**src/rtl/cp0_regfile_pkg.sv**
```systemverilog
// Shared definitions for the CP0 register file: exception kind encoding,
// CP0 register numbers, Status/Cause bit positions, ExcCode values and
// MTC0 write masks.
// Optional feature macro: CP0_TIMER_EN (Count/Compare timer present).
package cp0_regfile_pkg;

    localparam int unsigned XLEN       = 32;
    localparam int unsigned REG_AW     = 5;
    localparam int unsigned EXC_TYPE_W = 4;
    localparam int unsigned HW_INT_W   = 6;
    localparam int unsigned CE_W       = 2;
    localparam int unsigned EXCCODE_W  = 5;
    localparam int unsigned IP_W       = 8;

    // Exception kind presented by MEM with exc_flag
    typedef enum logic [EXC_TYPE_W-1:0] {
        EXC_INTR = 4'd0,
        EXC_TLBM = 4'd1,
        EXC_TLBR = 4'd2,
        EXC_TLBI = 4'd3,
        EXC_ADE  = 4'd4,
        EXC_SYSC = 4'd5,
        EXC_BP   = 4'd6,
        EXC_RI   = 4'd7,
        EXC_CPU  = 4'd8,
        EXC_OV   = 4'd9,
        EXC_TRAP = 4'd10,
        EXC_ERET = 4'd11
    } exc_type_e;

    // CP0 register numbers (sel 0)
    localparam logic [REG_AW-1:0] REG_BADVADDR = 5'd8;
    localparam logic [REG_AW-1:0] REG_COUNT    = 5'd9;
    localparam logic [REG_AW-1:0] REG_COMPARE  = 5'd11;
    localparam logic [REG_AW-1:0] REG_STATUS   = 5'd12;
    localparam logic [REG_AW-1:0] REG_CAUSE    = 5'd13;
    localparam logic [REG_AW-1:0] REG_EPC      = 5'd14;
    localparam logic [REG_AW-1:0] REG_PRID     = 5'd15;
    localparam logic [REG_AW-1:0] REG_CONFIG   = 5'd16;
    localparam logic [REG_AW-1:0] REG_ERROREPC = 5'd30;

    // Status / Cause bit positions
    localparam int unsigned ST_IE      = 0;
    localparam int unsigned ST_EXL     = 1;
    localparam int unsigned ST_ERL     = 2;
    localparam int unsigned ST_BEV     = 22;
    localparam int unsigned CA_EXC_LO  = 2;
    localparam int unsigned IP_LO      = 8;
    localparam int unsigned CA_IPHW_LO = 10;
    localparam int unsigned CA_IV      = 23;
    localparam int unsigned CA_CE_LO   = 28;
    localparam int unsigned CA_TI      = 30;
    localparam int unsigned CA_BD      = 31;

    // ExcCode values
    localparam logic [EXCCODE_W-1:0] EC_INT  = 5'd0;
    localparam logic [EXCCODE_W-1:0] EC_MOD  = 5'd1;
    localparam logic [EXCCODE_W-1:0] EC_TLBL = 5'd2;
    localparam logic [EXCCODE_W-1:0] EC_TLBS = 5'd3;
    localparam logic [EXCCODE_W-1:0] EC_ADEL = 5'd4;
    localparam logic [EXCCODE_W-1:0] EC_ADES = 5'd5;
    localparam logic [EXCCODE_W-1:0] EC_SYS  = 5'd8;
    localparam logic [EXCCODE_W-1:0] EC_BP   = 5'd9;
    localparam logic [EXCCODE_W-1:0] EC_RI   = 5'd10;
    localparam logic [EXCCODE_W-1:0] EC_CPU  = 5'd11;
    localparam logic [EXCCODE_W-1:0] EC_OV   = 5'd12;
    localparam logic [EXCCODE_W-1:0] EC_TR   = 5'd13;

    // Constants and masks
    localparam logic [XLEN-1:0] PRID             = 32'h0001_8000;
    localparam logic [XLEN-1:0] CONFIG           = 32'h8000_0000;
    localparam logic [XLEN-1:0] STATUS_RESET     = 32'h0040_0004;
    localparam logic [XLEN-1:0] STATUS_WMASK     = 32'h1040_FF07;
    localparam logic [XLEN-1:0] CAUSE_WMASK      = 32'h0080_0300;
    // Cause bits held in the cause flop (BD, CE, IV, IP[1:0], ExcCode)
    localparam logic [XLEN-1:0] CAUSE_STORE_MASK = 32'hB080_037C;

    // MTC0-writable bits of each CP0 register; zero means read-only/absent
    function automatic logic [XLEN-1:0] cp0_wmask(input logic [REG_AW-1:0] addr);
        logic [XLEN-1:0] m;
        m = '0;
        case (addr)
            REG_STATUS:   m = STATUS_WMASK;
            REG_CAUSE:    m = CAUSE_WMASK;
            REG_EPC:      m = '1;
            REG_ERROREPC: m = '1;
`ifdef CP0_TIMER_EN
            REG_COUNT:    m = '1;
            REG_COMPARE:  m = '1;
`endif
            default:      m = '0;
        endcase
        return m;
    endfunction

endpackage

```
**src/rtl/cp0_timer.sv**
```systemverilog
// Count/Compare timer. Count advances every second cycle and wraps; TI sets
// when Count steps onto Compare and clears only on a Compare write.
// Ports: clk, resetn (sync, active-low), wen_count_i/wen_compare_i load
// strobes with wdata_i, count_o/compare_o/ti_o register views.
// Instantiated only when CP0_TIMER_EN is defined.
module cp0_timer
    import cp0_regfile_pkg::*;
(
    input  logic            clk,
    input  logic            resetn,
    input  logic            wen_count_i,
    input  logic            wen_compare_i,
    input  logic [XLEN-1:0] wdata_i,
    output logic [XLEN-1:0] count_o,
    output logic [XLEN-1:0] compare_o,
    output logic            ti_o
);

    logic [XLEN-1:0] count_q, count_d;
    logic [XLEN-1:0] compare_q, compare_d;
    logic            tick_q, tick_d;
    logic            ti_q, ti_d;

    // Next-state: tick/increment, then MTC0 loads take priority
    always_comb begin
        count_d   = count_q;
        compare_d = compare_q;
        tick_d    = ~tick_q;
        ti_d      = ti_q;
        if (tick_q) begin
            count_d = XLEN'(count_q + 32'd1);
            // match is taken on the value Count steps onto
            if (count_d == compare_q) begin
                ti_d = 1'b1;
            end
        end
        if (wen_count_i) begin
            count_d = wdata_i;
            tick_d  = 1'b0;
        end
        if (wen_compare_i) begin
            compare_d = wdata_i;
            ti_d      = 1'b0;
        end
    end

    always_ff @(posedge clk) begin
        if (!resetn) begin
            count_q   <= '0;
            compare_q <= '0;
            tick_q    <= 1'b0;
            ti_q      <= 1'b0;
        end else begin
            count_q   <= count_d;
            compare_q <= compare_d;
            tick_q    <= tick_d;
            ti_q      <= ti_d;
        end
    end

    assign count_o   = count_q;
    assign compare_o = compare_q;
    assign ti_o      = ti_q;

endmodule

```
**src/rtl/cp0_regfile.sv**
```systemverilog
// CP0 register file and exception-commit unit. Commits MEM exceptions and
// ERET, services MTC0 (wen/waddr/wdata) and MFC0 (raddr/rdata, combinational),
// samples int_i into Cause.IP[7:2] and raises intr_req. cp0_Status/Cause/
// EPC/ErrorEPC and rdata forward a same-cycle MTC0 write.
// Optional feature macro: CP0_TIMER_EN (Count/Compare via cp0_timer).
module cp0_regfile
    import cp0_regfile_pkg::*;
(
    input  logic                  clk,
    input  logic                  resetn,
    input  logic [HW_INT_W-1:0]   int_i,
    input  logic                  wen,
    input  logic [REG_AW-1:0]     waddr,
    input  logic [XLEN-1:0]       wdata,
    input  logic [REG_AW-1:0]     raddr,
    output logic [XLEN-1:0]       rdata,
    input  logic                  exc_flag,
    input  logic [EXC_TYPE_W-1:0] exc_type,
    input  logic [XLEN-1:0]       exc_pc,
    input  logic                  exc_ds,
    input  logic                  exc_store,
    input  logic [XLEN-1:0]       exc_badva,
    input  logic [CE_W-1:0]       exc_ce,
    output logic                  intr_req,
    output logic [XLEN-1:0]       cp0_Status,
    output logic [XLEN-1:0]       cp0_Cause,
    output logic [XLEN-1:0]       cp0_EPC,
    output logic [XLEN-1:0]       cp0_ErrorEPC
);

    logic [XLEN-1:0]     status_q, status_d;
    logic [XLEN-1:0]     cause_q, cause_d;
    logic [XLEN-1:0]     epc_q, epc_d;
    logic [XLEN-1:0]     errorepc_q, errorepc_d;
    logic [XLEN-1:0]     badvaddr_q, badvaddr_d;
    logic [HW_INT_W-1:0] ip_hw_q;

    logic [XLEN-1:0]      count, compare;
    logic                 ti;
    logic [XLEN-1:0]      cause_view, status_w, cause_w, epc_w, errorepc_w;
    logic [XLEN-1:0]      rd_view;
    logic [EXCCODE_W-1:0] exccode;
    logic                 badva_en, is_cpu;
    exc_type_e            exc_kind;

    // Merge a same-cycle MTC0 into a register view under its write mask
    function automatic logic [XLEN-1:0] fwd(input logic [REG_AW-1:0] a,
                                            input logic [XLEN-1:0]   v,
                                            input logic              we,
                                            input logic [REG_AW-1:0] wa,
                                            input logic [XLEN-1:0]   wd);
        logic [XLEN-1:0] m;
        m = cp0_wmask(a);
        return (we && (wa == a)) ? ((v & ~m) | (wd & m)) : v;
    endfunction

`ifdef CP0_TIMER_EN
    cp0_timer u_timer (
        .clk           (clk),
        .resetn        (resetn),
        .wen_count_i   (wen && (waddr == REG_COUNT)),
        .wen_compare_i (wen && (waddr == REG_COMPARE)),
        .wdata_i       (wdata),
        .count_o       (count),
        .compare_o     (compare),
        .ti_o          (ti)
    );
`else
    assign count   = '0;
    assign compare = '0;
    assign ti      = 1'b0;
`endif

    assign exc_kind = exc_type_e'(exc_type);

    // Cause as seen by software: stored fields plus live TI and hardware IP
    assign cause_view = (cause_q & CAUSE_STORE_MASK)
                      | (XLEN'(ti) << CA_TI)
                      | (XLEN'({ip_hw_q[5] | ti, ip_hw_q[4:0]}) << CA_IPHW_LO);

    assign status_w   = fwd(REG_STATUS,   status_q,   wen, waddr, wdata);
    assign cause_w    = fwd(REG_CAUSE,    cause_q,    wen, waddr, wdata);
    assign epc_w      = fwd(REG_EPC,      epc_q,      wen, waddr, wdata);
    assign errorepc_w = fwd(REG_ERROREPC, errorepc_q, wen, waddr, wdata);

    assign cp0_Status   = status_w;
    assign cp0_Cause    = fwd(REG_CAUSE, cause_view, wen, waddr, wdata);
    assign cp0_EPC      = epc_w;
    assign cp0_ErrorEPC = errorepc_w;

    assign intr_req = status_q[ST_IE] & ~status_q[ST_EXL] & ~status_q[ST_ERL]
                    & |(cause_view[IP_LO +: IP_W] & status_q[IP_LO +: IP_W]);

    // MFC0 read mux
    always_comb begin
        rd_view = '0;
        case (raddr)
            REG_BADVADDR: rd_view = badvaddr_q;
            REG_COUNT:    rd_view = count;
            REG_COMPARE:  rd_view = compare;
            REG_STATUS:   rd_view = status_q;
            REG_CAUSE:    rd_view = cause_view;
            REG_EPC:      rd_view = epc_q;
            REG_PRID:     rd_view = PRID;
            REG_CONFIG:   rd_view = CONFIG;
            REG_ERROREPC: rd_view = errorepc_q;
            default:      rd_view = '0;
        endcase
        rdata = fwd(raddr, rd_view, wen, waddr, wdata);
    end

    // Exception kind to ExcCode and BadVAddr capture
    always_comb begin
        exccode  = cause_w[CA_EXC_LO +: EXCCODE_W];
        badva_en = 1'b0;
        is_cpu   = 1'b0;
        case (exc_kind)
            EXC_INTR: exccode = EC_INT;
            EXC_TLBM: begin exccode = EC_MOD; badva_en = 1'b1; end
            EXC_TLBR,
            EXC_TLBI: begin exccode = exc_store ? EC_TLBS : EC_TLBL; badva_en = 1'b1; end
            EXC_ADE:  begin exccode = exc_store ? EC_ADES : EC_ADEL; badva_en = 1'b1; end
            EXC_SYSC: exccode = EC_SYS;
            EXC_BP:   exccode = EC_BP;
            EXC_RI:   exccode = EC_RI;
            EXC_CPU:  begin exccode = EC_CPU; is_cpu = 1'b1; end
            EXC_OV:   exccode = EC_OV;
            EXC_TRAP: exccode = EC_TR;
            default:  ;
        endcase
    end

    // Next-state: MTC0 already merged into *_w, commit overrides its fields
    always_comb begin
        status_d   = status_w;
        cause_d    = cause_w;
        epc_d      = epc_w;
        errorepc_d = errorepc_w;
        badvaddr_d = badvaddr_q;
        if (exc_flag) begin
            if (exc_kind == EXC_ERET) begin
                if (status_w[ST_ERL]) begin
                    status_d[ST_ERL] = 1'b0;
                end else begin
                    status_d[ST_EXL] = 1'b0;
                end
            end else begin
                // nested exceptions keep the original return point
                if (!status_w[ST_EXL]) begin
                    epc_d          = exc_ds ? XLEN'(exc_pc - 32'd4) : exc_pc;
                    cause_d[CA_BD] = exc_ds;
                end
                status_d[ST_EXL]                = 1'b1;
                cause_d[CA_EXC_LO +: EXCCODE_W] = exccode;
                if (is_cpu) begin
                    cause_d[CA_CE_LO +: CE_W] = exc_ce;
                end
                if (badva_en) begin
                    badvaddr_d = exc_badva;
                end
            end
        end
    end

    always_ff @(posedge clk) begin
        if (!resetn) begin
            status_q   <= STATUS_RESET;
            cause_q    <= '0;
            epc_q      <= '0;
            errorepc_q <= '0;
            badvaddr_q <= '0;
            ip_hw_q    <= '0;
        end else begin
            status_q   <= status_d;
            cause_q    <= cause_d;
            epc_q      <= epc_d;
            errorepc_q <= errorepc_d;
            badvaddr_q <= badvaddr_d;
            ip_hw_q    <= int_i;
        end
    end

endmodule

```
**config.mk**
```make
export PLATFORM = sky130hd
export DESIGN_NAME = cp0_regfile
export DESIGN_NICKNAME = d
export VERILOG_FILES = /design/src/rtl/cp0_regfile_pkg.sv /design/src/rtl/cp0_timer.sv /design/src/rtl/cp0_regfile.sv
export SDC_FILE = /design/constraint.sdc
export NUM_CORES = 1
export LEC_CHECK = 0
export BUFFER_PORTS_ARGS = -buffer_cell sky130_fd_sc_hd__buf_2
export CAP_MARGIN = 0
export CORE_MARGIN = 8
export CORE_UTILIZATION = 30
export DETAILED_ROUTE_END_ITERATION = 10
export GPL_TIMING_DRIVEN = 0
export RECOVER_POWER = 100
export SLEW_MARGIN = 10
export SYNTH_ARGS = -nofsm -noshare
export SYNTH_HDL_FRONTEND = slang
export SYNTH_SLANG_ARGS = --single-unit
export TNS_END_PERCENT = 5
```
**constraint.sdc**
```tcl
create_clock -name clk -period 3.65 [get_ports clk]
set_clock_uncertainty 0.2 [all_clocks]
set_input_delay 0.73 -clock clk [delete_from_list [all_inputs] [get_ports clk]]
set_output_delay 0.73 -clock clk [all_outputs]
set_load 0.02 [all_outputs]
```
After elaboration in Yosys (flattened, before gate mapping). Index checks and enable logic that the tools add are counted.

Memory bits (read-only): 0. Memories: 0. Bits of input ports: 124. Logic and storage cells: 86. Memory bits (writable): 0. Bits in latches: 0. Register bits: 166.

Div/mod/pow operators: 0. Muxes and demuxes: 29. $lt $le $gt $ge: 0. Shift operators: 0. Multipliers: 0. Reductions and logical operators: 11. Eq/ne operators: 23. Bitwise logic cells: 15. Add/subtract/negate cells: 1.

Operator list (count): 32-bit two-way mux (10); 32-bit case mux with 7 select lines (1); 32-bit case mux with 3 select lines (1); 32-bit bitwise AND (2); 32-bit by 24-bit bitwise OR with 32-bit output (2); 5-bit case mux with 10 select lines (1); 5-bit by 4-bit equality test with 1-bit output (second input constant) (8); 32-bit inverter (1); 32-bit by 16-bit bitwise OR with 32-bit output (1); 32-bit by 29-bit bitwise OR with 32-bit output (1); 32-bit bitwise OR (1); 32-bit by 3-bit subtractor with 32-bit output (second input constant) (1); 4-bit by 3-bit equality test with 1-bit output (second input constant) (4); 4-bit equality test (second input constant) (4); 5-bit equality test (second input constant) (3); 1-bit two-way mux (10); 5-bit two-way mux (2); 8-bit bitwise AND (1); 4-bit by 2-bit equality test with 1-bit output (second input constant) (2); 2-bit two-way mux (4); 8-bit OR reduction (1); 5-bit equality test (1); 1-bit logical AND (5); 4-bit by 1-bit equality test with 1-bit output (second input constant) (1); other kinds (6) (11).

Depth between registers and ports, before layout.
Word-level depth: 7. Gate-level depth with buffers: 8. Mapped depth without buffers: 7.

Worst setup path before layout. No wires, ideal clock.

Path type: input to output. From: input port raddr[2]. To: output port rdata[17]. Data arrival time: 2.507 ns. Cell stages on the path: 8. Slack: 0.213 ns. Required time: 2.720 ns. Cells stage by stage: clkbuf_1 > and2_1 > clkbuf_1 > clkbuf_1 > a22oi_1 > nor2_1 > a21oi_1 > o21ai_0.

Cells in the longest elaborated chain, start to end: 7. Elaborated cells on any way between the ends: 17. Those cells by class: eq/ne (8); mux (3); bitwise (4); reduce/logical (2).

Ends and longest elaborated chain: start, declared (RTL line cp0_regfile.sv:15) `input logic [REG_AW-1:0] raddr,`; 5-bit equality test / 5-bit by 4-bit equality test with 1-bit output (equally long branches) (RTL line cp0_regfile_pkg.sv:82, cp0_regfile.sv:97); 2-bit OR reduction (no line); 32-bit case mux with 3 select lines (RTL line cp0_regfile_pkg.sv:82) `case (addr)`; 32-bit inverter (RTL line cp0_regfile.sv:54) `return (we && (wa == a)) ? ((v & ~m) | (wd & m)) : v;`; 32-bit bitwise AND (RTL line cp0_regfile.sv:54); 32-bit bitwise OR (RTL line cp0_regfile.sv:54); 32-bit two-way mux (*) (RTL line cp0_regfile.sv:54); end, declared (RTL line cp0_regfile.sv:16) `output logic [XLEN-1:0] rdata,`.

Mark *: on every way between the ends. The rest lies on a longest branch, timed or not.

Worst setup path in the final report.
From: input port raddr[4]. To: output port rdata[31].

The elaborated chain is that of the path after synthesis.

==> metrics <==
CP Cell Sequence buf_2 > buf_2 > nor2b_1 > nor3b_4 > buf_4 > a221oi_1 > o21ai_0 > buf_2; total gr overflow 0; Leak Pwr 0.00445 uW; Max-Cap Viols 0; Avg Inst Size Synth 8.34 um^2; Num CTS Buffers 17; layout cell share with drive strength beyond 1 34.4%; final setup violation count 0; Cell variety after synth 60; Worst Hold Path EP badvaddr_q[11]; headroom to the max-slew limit 43.2%; Power Density 402 nW/um^2; Hold Crit Class register to register; Num Clock Sinks 125; Syn-to-layout area delta 33.9%; simple-gate portion of the synthesized area 19.7%; total wire length 32.4 mm; GRT Util Overall 20.8%; Critical R2R Capture epc_q[8]; final core utilization 40.7%; first-pass GRT wire length 47.1 mm; DRT antenna net count 0; largest net degree at the start of global routing 17; CTS clk-pin slew, worst paths 0.06 ns; RR Startpoint status_q[1]; VDD IR max 313 uV; r2r worst-path depth 6; GPL Wtd Cong 0.859; most common cell after layout, fill and taps aside buf_2; worst-margin pin slew 0.853 ns; drt pass-1 iters 5; f_max 0.276 GHz; post-route cell area 9850 um^2; Placement Rows 57; post-synthesis register bit count 125; Nets 1306; XOR/XNOR Fraction of Synth Area 3.22%; CP peak stage delay 0.36 ns; RSZ-0062 raised after global routing yes; Seq/Total Area, Yosys 34.0%; io pins 285; Initial Util 30.4%; hold path start badvaddr_q[11]; startpoint type of the worst setup path input pin; full die area 29800 um^2; Die Width 173 um; post-synthesis compound-gate area fraction 19.2%; vias in the first global route 7542; Critical Path AT 2.69 ns; antenna violations before repair 5; vias per cell 5.01; IO Port Bufs 242; largest family of logic cells by synthesized area simple AND/OR/NAND/NOR gates; Setup CP Type input pin to output pin; Root Buffer clkbuf_16; worst endpoint required time 2.72 ns; status finished clean; Post-Syn Area 7350 um^2; Post-synth top flop dfxtp_1; Crit path max-delay family buffers and inverters; crit end category output pin; WP buf/inv 4; core footprint 24200 um^2; routed vias 7614; mux contribution to synthesized area 14.1%; crit path time final 3.62 ns; First DRT Iteration DRCs 563; Die H 173 um; asr flop ratio synth 0%; CTS Buffer Depth 2; number of synthesized flops with an enable pin 0; # DRC 0; Crit-path slowest cell o21ai_0; Hold Slack 0.257 ns; Synth Instances 882; post-DR wirelength/cell 21.3 um; yosys warns 0; most frequent cells in the layout buf_2, dfxtp_1, nand2_1; hpwl dp 25.6 mm; final worst path period share 99.2%; Placed Area 9110 um^2; # H-tree levels 4; Final Hold Viols 0; worst reg2reg setup slack 1.58 ns; synthesized-area fraction occupied by adder cells 0.170%; CTS tree yes; Slew Limit Fails 0; Skew-Pair Late Insertion Delay 0.42 ns; CP Max Fanout 10; hold depth 2; CP most frequent cell buf_2
metal layers:
layer,GRT usage [%],up-vias,wire [um]
li1,-,3650,-
met1,25.3,3597,13900
met2,34.9,317,15400
met3,5.92,44,2460
met4,6.67,6,687
met5,0,-,34
cell type report:
cell class	count	area (um^2)
diodes	2	5.00
plain buffers	116	694
clock buffers	19	453
clock inverters	13	189
fillers	2571	14300
inverters	10	37.5
multi-input cells	663	4330
flip-flops and latches	125	2500
well taps	324	405
repair buffers	248	1230
worst max-delay path by stage:
stage | startpoint | to | slack [ns] | depth (start not counted)
after floorplan | raddr[2] | rdata[17] | 0.21 | 8
after global placement | raddr[4] | rdata[31] | -0.80 | 8
after detailed placement | raddr[0] | rdata[28] | -0.76 | 10
after CTS | raddr[0] | rdata[22] | 0.002 | 10
after global routing | raddr[0] | rdata[0] | -0.03 | 9
final | raddr[4] | rdata[31] | 0.03 | 8
kinds of logic (layout without fill, tap and decap cells):
kind of cell,Yosys count,after routing
AOI/OAI and AO/OA,228,228
xor gates and xnor gates,27,27
adders and majority gates,1,1
buffers and inverters,128,406
DFF,125,125
muxes,93,93
other,1,37
and+or+nand+nor,279,279
state kept, by name, indices dropped and copies added, names as in the netlist:
register	count
badvaddr_q	32
cause_q	10
epc_q	32
errorepc_q	32
ip_hw_q	6
status_q	13
Yosys cell counts, types with 8 or more instances:
cell / instances / area [um^2]
nor2_1: 56 / 210
o21ai_0: 48 / 240
nand2_1: 91 / 342
buf_2: 9 / 45.0
nor3_1: 16 / 80.1
a21o_1: 12 / 90.1
mux2i_1: 9 / 90.1
a21oi_1: 82 / 410
inv_1: 10 / 37.5
a22oi_1: 40 / 300
mux2_2: 84 / 946
buf_4: 56 / 420
clkbuf_1: 47 / 176
dfxtp_1: 125 / 2500
a211oi_1: 10 / 75.1
xnor2_1: 19 / 166
nand3_1: 8 / 40.0
and2_1: 54 / 338
xor2_1: 8 / 70.1
worst reg2reg max path, stage by stage, from the launching register on:
cell and delay [ns]:
dfxtp_1 0.33, o31ai_1 0.11, and3_1 0.23, clkbuf_1 0.22, clkbuf_1 0.53, nor2_1 0.11
a211oi_1 0.25
metrics by stage:
step / TNS (ns) / setup slack, ns / power (uW) / cells
2_1_floorplan: 0 / 0.213 / 1850 / 916
3_3_place_gp: -19.46 / -0.801 / 2110 / 1482
3_5_place_dp: -17.84 / -0.764 / 2120 / 1483
4_1_cts: 0 / 0.00210 / 3970 / 1513
5_1_grt: -0.101 / -0.0285 / 4080 / 1520
6_report: 0 / 0.0279 / 3960 / 1520
report_power, final:
part	leakage, uW	internal, uW	switching, uW
Sequential	0.00102	1420	35.0
Clock	0.000310	1180	679
Combinational	0.00312	231	408
repair_timing:
item,in CTS,in global routing
endpoints found under the setup margin,42,26
setup buffers,0,5
resized for setup,32,14
hold buffers,0,0
(Power assumes the default switching activity.)
